===== config.mk =====
export PLATFORM = sky130hd
export DESIGN_NAME = alu_op_issue
export DESIGN_NICKNAME = d
export VERILOG_FILES = /design/src/rtl/alu_pkg.sv /design/src/rtl/alu_cmd_fifo.sv /design/src/rtl/alu_op_issue.sv
export SDC_FILE = /design/constraint.sdc
export NUM_CORES = 1
export LEC_CHECK = 0
export CORE_ASPECT_RATIO = 2
export CORE_MARGIN = 3
export CORE_UTILIZATION = 27
export DETAILED_ROUTE_END_ITERATION = 8
export HOLD_SLACK_MARGIN = 0.12
export PLACE_DENSITY = 0.45
export SYNTH_ARGS = -nofsm -noshare
export SYNTH_HDL_FRONTEND = slang
export SYNTH_HIERARCHICAL = 1
export SYNTH_SLANG_ARGS = --single-unit

===== constraint.sdc =====
create_clock -name clk -period 2.35 [get_ports clk]
set_input_delay 0.47 -clock clk [delete_from_list [all_inputs] [get_ports clk]]
set_output_delay 0.47 -clock clk [all_outputs]
set_load 0.03 [all_outputs]

===== src/rtl/alu_pkg.sv =====
// rtl/alu_pkg.sv - shared opcode, command and limit definitions for the ALU issue stage
package alu_pkg;

    // Default operand MSB; the issue stage can be built wider through its own parameter
    localparam int ALU_MSB = 5;

    // Highest legal opcode; anything above makes the ALU pass operand A through
    localparam logic [3:0] ALU_OP_MAX = 4'd7;

    typedef enum logic [3:0] {
        ALU_ADD     = 4'd0,
        ALU_ABSDIFF = 4'd1,
        ALU_GT      = 4'd2,
        ALU_AND     = 4'd3,
        ALU_OR      = 4'd4,
        ALU_XOR     = 4'd5,
        ALU_PASSA   = 4'd6,
        ALU_PASSB   = 4'd7
    } alu_op_e;

    typedef struct packed {
        logic [ALU_MSB:0] a;
        logic [ALU_MSB:0] b;
        logic [3:0]       sel;
    } alu_cmd_t;

endpackage


===== src/rtl/alu_cmd_fifo.sv =====
// rtl/alu_cmd_fifo.sv - synchronous command FIFO with extra-MSB pointers, head exposed combinationally
module alu_cmd_fifo
    import alu_pkg::*;
#(
    parameter type cmd_t = alu_cmd_t,
    parameter int  DEPTH = 4
) (
    input  logic clk,
    input  logic rst,
    input  logic push,
    input  cmd_t push_data,
    input  logic pop,
    output cmd_t head,
    output logic full,
    output logic empty
);

    localparam int AW = $clog2(DEPTH);

    // One extra pointer bit distinguishes full from empty when the low bits match
    logic [AW:0] wr_ptr;
    logic [AW:0] rd_ptr;
    cmd_t        mem [DEPTH];

    assign empty = (wr_ptr == rd_ptr);
    assign full  = (wr_ptr[AW] != rd_ptr[AW]) && (wr_ptr[AW-1:0] == rd_ptr[AW-1:0]);
    assign head  = mem[rd_ptr[AW-1:0]];

    // Pointer update; a full FIFO refuses pushes even if the head leaves this cycle
    always_ff @(posedge clk) begin
        if (rst) begin
            wr_ptr <= '0;
            rd_ptr <= '0;
        end else begin
            if (push && !full) begin
                wr_ptr <= wr_ptr + 1'b1;
            end
            if (pop && !empty) begin
                rd_ptr <= rd_ptr + 1'b1;
            end
        end
    end

    // Storage write; contents need no reset because empty gates every consumer
    always_ff @(posedge clk) begin
        if (push && !full) begin
            mem[wr_ptr[AW-1:0]] <= push_data;
        end
    end

endmodule


===== src/rtl/alu_op_issue.sv =====
// rtl/alu_op_issue.sv - ALU issue stage: command FIFO, operand drive, registered result slot (option ALU_ISSUE_STATS_EN)
module alu_op_issue
    import alu_pkg::*;
#(
    parameter int width = 5,
    parameter int DEPTH = 4
) (
    input  logic           clk,
    input  logic           rst,
    input  logic           cmd_valid,
    output logic           cmd_ready,
    input  logic [width:0] cmd_a,
    input  logic [width:0] cmd_b,
    input  logic [3:0]     cmd_sel,
    output logic [width:0] alu_a,
    output logic [width:0] alu_b,
    output logic [3:0]     alu_sel,
    input  logic [width:0] alu_x,
    output logic           res_valid,
    input  logic           res_ready,
    output logic [width:0] res_x,
    output logic [3:0]     res_sel,
    output logic           res_err
`ifdef ALU_ISSUE_STATS_EN
    ,
    output logic [15:0]    stat_ops,
    output logic [15:0]    stat_errs
`endif
);

    typedef struct packed {
        logic [width:0] a;
        logic [width:0] b;
        logic [3:0]     sel;
    } cmd_t;

    typedef enum logic {
        SLOT_EMPTY = 1'b0,
        SLOT_FULL  = 1'b1
    } slot_e;

    slot_e state;
    slot_e state_next;
    cmd_t  in_cmd;
    cmd_t  head;
    logic  full;
    logic  empty;
    logic  push;
    logic  pop;

    assign in_cmd    = '{a: cmd_a, b: cmd_b, sel: cmd_sel};
    assign cmd_ready = !full;
    assign push      = cmd_valid && !full;
    // Slot state is used directly rather than res_valid to keep the FSM process loop-free
    assign pop       = !empty && ((state == SLOT_EMPTY) || res_ready);

    alu_cmd_fifo #(
        .cmd_t (cmd_t),
        .DEPTH (DEPTH)
    ) u_fifo (
        .clk       (clk),
        .rst       (rst),
        .push      (push),
        .push_data (in_cmd),
        .pop       (pop),
        .head      (head),
        .full      (full),
        .empty     (empty)
    );

    // Idle ALU inputs are held at zero so the ALU never sees stale FIFO contents
    assign alu_a   = empty ? '0   : head.a;
    assign alu_b   = empty ? '0   : head.b;
    assign alu_sel = empty ? 4'd0 : head.sel;

    // Result slot state register
    always_ff @(posedge clk) begin
        if (rst) begin
            state <= SLOT_EMPTY;
        end else begin
            state <= state_next;
        end
    end

    // Result slot next state: a pop refills the slot in the same edge it drains
    always_comb begin
        state_next = state;
        res_valid  = 1'b0;
        case (state)
            SLOT_EMPTY: begin
                if (pop) begin
                    state_next = SLOT_FULL;
                end
            end
            SLOT_FULL: begin
                res_valid = 1'b1;
                if (res_ready && !pop) begin
                    state_next = SLOT_EMPTY;
                end
            end
            default: state_next = SLOT_EMPTY;
        endcase
    end

    // Capture the ALU output for the head command as it leaves the FIFO
    always_ff @(posedge clk) begin
        if (rst) begin
            res_x   <= '0;
            res_sel <= 4'd0;
            res_err <= 1'b0;
        end else if (pop) begin
            res_x   <= alu_x;
            res_sel <= head.sel;
            res_err <= (head.sel > ALU_OP_MAX);
        end
    end

`ifdef ALU_ISSUE_STATS_EN
    // Saturating counters of delivered results and delivered illegal-opcode results
    always_ff @(posedge clk) begin
        if (rst) begin
            stat_ops  <= 16'd0;
            stat_errs <= 16'd0;
        end else if (res_valid && res_ready) begin
            if (stat_ops != 16'hFFFF) begin
                stat_ops <= stat_ops + 16'd1;
            end
            if (res_err && (stat_errs != 16'hFFFF)) begin
                stat_errs <= stat_errs + 16'd1;
            end
        end
    end
`endif

endmodule


==> out/results.txt, run 1 <==
Fill cell total of the finished layout -> 1195
Top post-synthesis cells by area -> edfxtp_1 55%, dfxtp_1 12%, mux4_2 10%, nor2b_1 3.3%, ha_1 1.8%
Critical path arrival -> 1.81 ns
TritonCTS buffer count -> 9
Post-Syn Instances -> 225
Max Cap Violations -> 0
CP bufs+invs -> 2
CP endpoint kind -> output pin
Leakage power -> 1.594 nW
RSZ-0062 raised after global routing -> false
Mapped cell area -> 3463 sq um
First-pass iteration count of the detailed router -> 4
Non-filler instance count after layout -> 456
Synth Flop Type -> edfxtp_1
Pwr/cell area -> 1378 nW/um^2
Reg area -> 2323 sq um
Top-count cell post-synth -> edfxtp_1
Final #Nets -> 335
Tightest Pin Transition -> 0.4118 ns
Post-layout util -> 38.20%
Pins over their slew limit -> 0
Worst-skew pair later-pin latency -> 0.34 ns
Fin. Hold Viols -> 0
Initial antenna violation count -> 0
Final Skew -> 0.008785 ns
First-pass GRT wire length -> 12360 um
Area occupied by multi-input gates -> 1047 sq um
Avg Inst Size Synth -> 15.39 sq um
Final Cell Area -> 4713 sq um
Critical path peak fanout -> 13
VDD IR max -> 0.6821 mV
Hpwl dp -> 5421 um
Syn-to-layout area delta -> 36.09%
Worst Hold Path EP -> res_err
CP max-delay cell -> mux4_2
Setup slack, reg-to-reg -> 0.32 ns
Post-synth cell types -> 38
Vias in the first global route -> 2283
RD Place Congestion -> 0.7529
Port Buffer Count -> 54
Starting Density -> 28.07%
Crit path kind -> reg -> out
HP Class -> reg -> reg
CTS clk-pin slew, worst paths -> 0.06 ns
Total track usage -> 11.61%
Crit-path max cell delay -> 0.53 ns
Leading area contributor after synthesis -> edfxtp_1
Synth warn -> 6
WHS Path Cells -> 2
Row count -> 57
CTS tree -> built
Die Y-Extent -> 166.2 um
Die Area -> 14300 sq um
Power Total -> 6.496 mW
Ant diodes -> 0
EDFF count, synth -> 64
Async S/R FF share, synth -> 0%
# setup viols final -> 0
Share of layout cells above drive strength 1 -> 26.21%
Largest net degree at the start of global routing -> 18
Die Wd -> 86.09 um
Seq/Total Area, Yosys -> 67.05%
Worst slew margin -> 72.55%
Commonest cells in the netlist -> 64 x edfxtp_1, 20 x dfxtp_1, 18 x nor2b_1
Hold_sp -> res_err
Vias/cell -> 4.689
Max Fclk -> 0.4393 GHz
Placed Instances -> 438
I/O pin count -> 55
FF-to-FF path depth -> 10
Reg2Reg Capture Point -> u_fifo/mem[0][13]
Part of the cycle the worst path needs -> 96.87%
Cell family with most CP delay -> multiplexers
Synth top area share -> 55.49%
Hold-fix buffers, CTS -> 0
Synth Register Bits -> 84
Num Clock Sinks -> 84
Crit path cell chain -> buf_12 -> mux4_2 -> nor2b_1 -> clkdlybuf4s15_2
Initial detailed-routing violation count -> 99
Post-route DRC -> 0
Root buffer cell -> clkbuf_16
Clk buf depth -> 2
Final setup TNS -> 0 ns
Worst setup SP type -> flip-flop
Post-route ant nets -> 0
Status -> finished clean
Post-DP Area -> 4347 sq um
DR WL/cell -> 16.95 um
Total gr overflow -> 0
Post-Route WL -> 7730 um
Reg-to-reg startpoint -> u_fifo/rd_ptr[0]
Via count -> 2138
CTS HTree Levels -> 3
Total stage count of the critical path -> 4
Min Clock Period, post-route -> 2.276 ns
Critical Path RT -> 1.88 ns
Core ar. -> 12340 sq um
Syn nets -> 256
-- metal layers --
layer  up-vias  share of wire [%]  GRT usage, %
met3        13                3.1         2.632
met2        32                 55         20.67
met1      1072                 39         12.80
li1       1021                  -             -
met5         -                  0             0
met4         0                2.1         5.169
-- cells in the final DEF, fill, tap and decap left out, drive strengths merged, types with 2 or more instances in the layout --
cell / count
a211o: 2
a21oi: 12
a31oi: 4
a41oi: 2
and2: 3
buf: 32
bufinv: 2
clkbuf: 9
clkdlybuf4s15: 11
clkdlybuf4s50: 37
clkinv: 2
dfxtp: 20
edfxtp: 64
ha: 5
inv: 8
mux4: 16
nand2: 5
nand2b: 3
nand3: 12
nand4: 2
nor2: 3
nor2b: 18
nor3b: 4
o211ai: 5
o21ai: 15
xnor2: 3
xor2: 3
-- stage by stage --
step           hold WS, ns  worst slack [ns]
5_1_grt             0.5068          0.001652
6_report            0.4747           0.07364
2_1_floorplan       0.4938            0.1086
3_3_place_gp        0.4599           0.01847
4_1_cts             0.4829           0.02068
3_5_place_dp        0.4744           0.03625
-- logic make-up after synthesis --
logic type      share of synthesized area [%]
fa+ha+maj                               1.806
buf+inv                                 3.179
mux                                     10.40
xor+xnor                                1.518
flops                                   67.05
compound gates                          6.756
simple gates                            9.286
-- worst reg2reg max path, cell delays in order, from the launching register on --
cell and delay, ns:
dfxtp_1 0.33, xnor2_2 0.17, nand2_1 0.13, buf_4 0.14, nor2_1 0.06, nor2b_1 0.11, buf_4 0.15, inv_1 0.05
a31oi_1 0.20, and2_1 0.21, buf_12 0.18
-- flip-flops by register name, summed over array words and instances (netlist names), named ones only --
name and count:
res_sel 4, res_x 6, u_fifo/rd_ptr 3, res_err 1, state 1, u_fifo/mem 64
u_fifo/wr_ptr 3
-- report_power, final --
part | internal, mW | switching [mW] | total, mW
logic | 1.24 | 1.71 | 2.95
registers | 1.93 | 0.106 | 2.03
clock network | 0.936 | 0.574 | 1.51
-- what timing repair did --
action / CTS / global route
resized for setup: 37 / 1
pin swaps: 0 / 0
endpoints found under the setup margin: 13 / 3
setup buffers: 2 / 0
-- worst max path at each step --
| stage | from | endpoint |
|---|---|---|
| CTS | u_fifo/rd_ptr[0] | alu_sel[2] |
| floorplan | u_fifo/rd_ptr[1] | u_fifo/mem[3][0] |
| detailed placement | u_fifo/rd_ptr[0] | alu_a[0] |
| global route | flip-flop | alu_sel[3] |
| global placement | u_fifo/rd_ptr[0] | alu_a[0] |
| finish | flip-flop | alu_sel[3] |
-- area by class of cell --
type,instances,area share [%]
flip-flops and latches,84,49.30
multi-input cells,122,22.22
repair buffers,81,17.26
clock buffers,9,4.778
well taps,147,3.902
clock inverters,7,2.071
inverters,6,0.4778
(Power assumes the default switching activity.)
==> run 2, diff against run 1 <==
Settings changed: CTS_BUF_LIST set to sky130_fd_sc_hd__clkbuf_16.
==> results of run 2 <==
No change in the layout: final DEF, timing and power equal those of run 1.
==> run 3, diff against run 2 <==
Settings changed: CORE_UTILIZATION 27 to 48, PLACE_DENSITY 0.45 to 0.73, TNS_END_PERCENT set to 100.
==> run 3 against run 2 <==
Sequential cell count unchanged. Hold slack got worse by 0.0076 ns. First-iteration DRC count is 3.0% higher. Sequential power is essentially flat. Final cell count down 12%. Count of clock-buffer cells in the layout stayed put. Clock skew decreased by 0.0025 ns. Sequential share of layout area up 2.0 points. Register-to-register slack improved by 0.08 ns.
==> out/results.txt, run 3 (synthesized netlist as in run 1, its figures left out) <==
First-pass iteration count of the detailed router -> 5
Total gr overflow -> 0
First-pass GRT wire length -> 10900 um
Pwr/cell area -> 1339 nW/um^2
Leakage power -> 1.566 nW
DR WL/cell -> 17.13 um
RSZ-0062 raised after global routing -> false
Critical path peak fanout -> 6
Clock share of power -> 19.8%
Die Wd -> 66.07 um
Largest net degree at the start of global routing -> 22
Clk buf depth -> 2
Die Y-Extent -> 126.1 um
Port Buffer Count -> 54
Initial detailed-routing violation count -> 102
Final #Nets -> 336
Max reg flops -> 64
Vias/cell -> 5.413
Max Fclk -> 0.4435 GHz
Max Cap Violations -> 0
Worst slew margin -> 72.39%
CP endpoint kind -> output pin
Starting Density -> 49.52%
Root buffer cell -> clkbuf_16
Comb power frac -> 46.5%
Status -> finished clean
Hold_ws -> 0.4671 ns
Fin. Hold Viols -> 0
VDD IR max -> 0.6284 mV
Worst setup SP type -> flip-flop
Share of layout cells above drive strength 1 -> 25.16%
CTS HTree Levels -> 3
Tightest Pin Transition -> 0.4142 ns
Switch share -> 37.53%
TritonCTS buffer count -> 9
Most common cell after layout, fill and taps aside -> edfxtp_1
Post-Route WL -> 6851 um
Vias in the first global route -> 2231
I/O pin count -> 55
Total track usage -> 17.96%
HP Class -> reg -> reg
Post-route ant nets -> 0
Hpwl dp -> 4875 um
Worst-skew pair later-pin latency -> 0.33 ns
Pint -> 3.792 mW
Pins over their slew limit -> 0
CTS clk-pin slew, worst paths -> 0.05 ns
Critical Path RT -> 1.88 ns
Num Clock Sinks -> 84
Register share of total power -> 33.7%
# setup viols final -> 0
Via count -> 2165
RD Place Congestion -> 0.8759
Ant diodes -> 0
Final Skew -> 0.006247 ns
Critical path arrival -> 1.78 ns
CTS tree -> built
Die Area -> 8332 sq um
Initial antenna violation count -> 0
Final setup TNS -> 0 ns
Core ar. -> 6994 sq um
Setup Buffers After CTS -> 0
Commonest non-fill, non-tap cells in the layout -> 64 x edfxtp_1, 37 x clkdlybuf4s50_1, 26 x buf_4
Min Clock Period, post-route -> 2.255 ns
Crit path kind -> reg -> out
Row count -> 43
Syn-to-layout area delta -> 30.85%
Post-route DRC -> 0
Part of the cycle the worst path needs -> 95.94%
Switch Pwr -> 2.278 mW
[run 3: cell count changes in the layout (fill, tap and decap cells not counted), sizes merged]
cell	previous run	this run
buf	32	31
bufinv	2	0
clkbuf	9	16
clkdlybuf4s15	11	6
clkinv	2	7
clkinvlp	1	0
inv	8	6
[run 3: cell type report]
type / instances / area (sq um)
Sequential cell: 84 / 2323
Timing Repair Buffer: 82 / 767.0
Inverter: 6 / 22.52
Tap cell: 90 / 112.6
Clock inverter: 7 / 33.78
Clock buffer: 9 / 225.2
Fill cell: 531 / 2462
Multi-Input combinational cell: 122 / 1047
[run 3: worst paths after layout]
kind	slack, ns	start	endpoint	cells past startpoint
worst min-delay path	0.47	res_err	res_err	2
worst max register to register	0.40	u_fifo/rd_ptr[1]	u_fifo/mem[0][7]	9
worst min register to register	0.47	res_err	res_err	2
worst max-delay path	0.1	flip-flop	alu_sel[0]	4
[run 3: metrics by stage]
stage / power [mW] / instances / utilization, % / area [sq um] / setup WS (ns)
finish: 6.070 / 400 / 64.79 / 4532 / 0.09540
global route: 6.387 / 400 / 64.79 / 4532 / 0.01056
CTS: 6.139 / 400 / 64.97 / 4544 / 0.0007121
detailed placement: 5.016 / 384 / 61.34 / 4290 / 0.08100
global placement: 4.981 / 384 / 61.34 / 4290 / 0.1031
floorplan: 3.793 / 225 / - / 3470 / 0.1086
[run 3: routing by layer]
metal	routed length (um)	vias up	global-route usage [%]	share of wire [%]
met5	0	-	0	0
met4	191	0	8.144	2.8
met3	269	16	4.639	3.9
met2	3875	58	31.42	57
met1	2514	1069	19.86	37
li1	-	1022	-	-
[run 3: power by group through the flow]
stage / clock, mW / sequential (mW) / combinational (mW)
after global placement: 0 / 2.05 / 2.93
after floorplan: 0 / 2.24 / 1.56
after detailed placement: 0 / 2.07 / 2.95
after global routing: 1.29 / 2.08 / 3.02
after CTS: 1.23 / 2.04 / 2.86
final: 1.20 / 2.05 / 2.82
[run 3: critical path, stage by stage (launching register included)]
cell	delay [ns]
dfxtp_2	0.34
buf_4	0.18
mux4_2	0.52
nor2b_1	0.14
clkdlybuf4s15_2	0.27
[run 3: repair_timing]
item / CTS / global route
endpoints found under the hold margin: 0 / 0
hold buffers: 0 / 0
setup endpoints to repair: 14 / 16
pin swaps: 0 / 0
resized for setup: 24 / 18
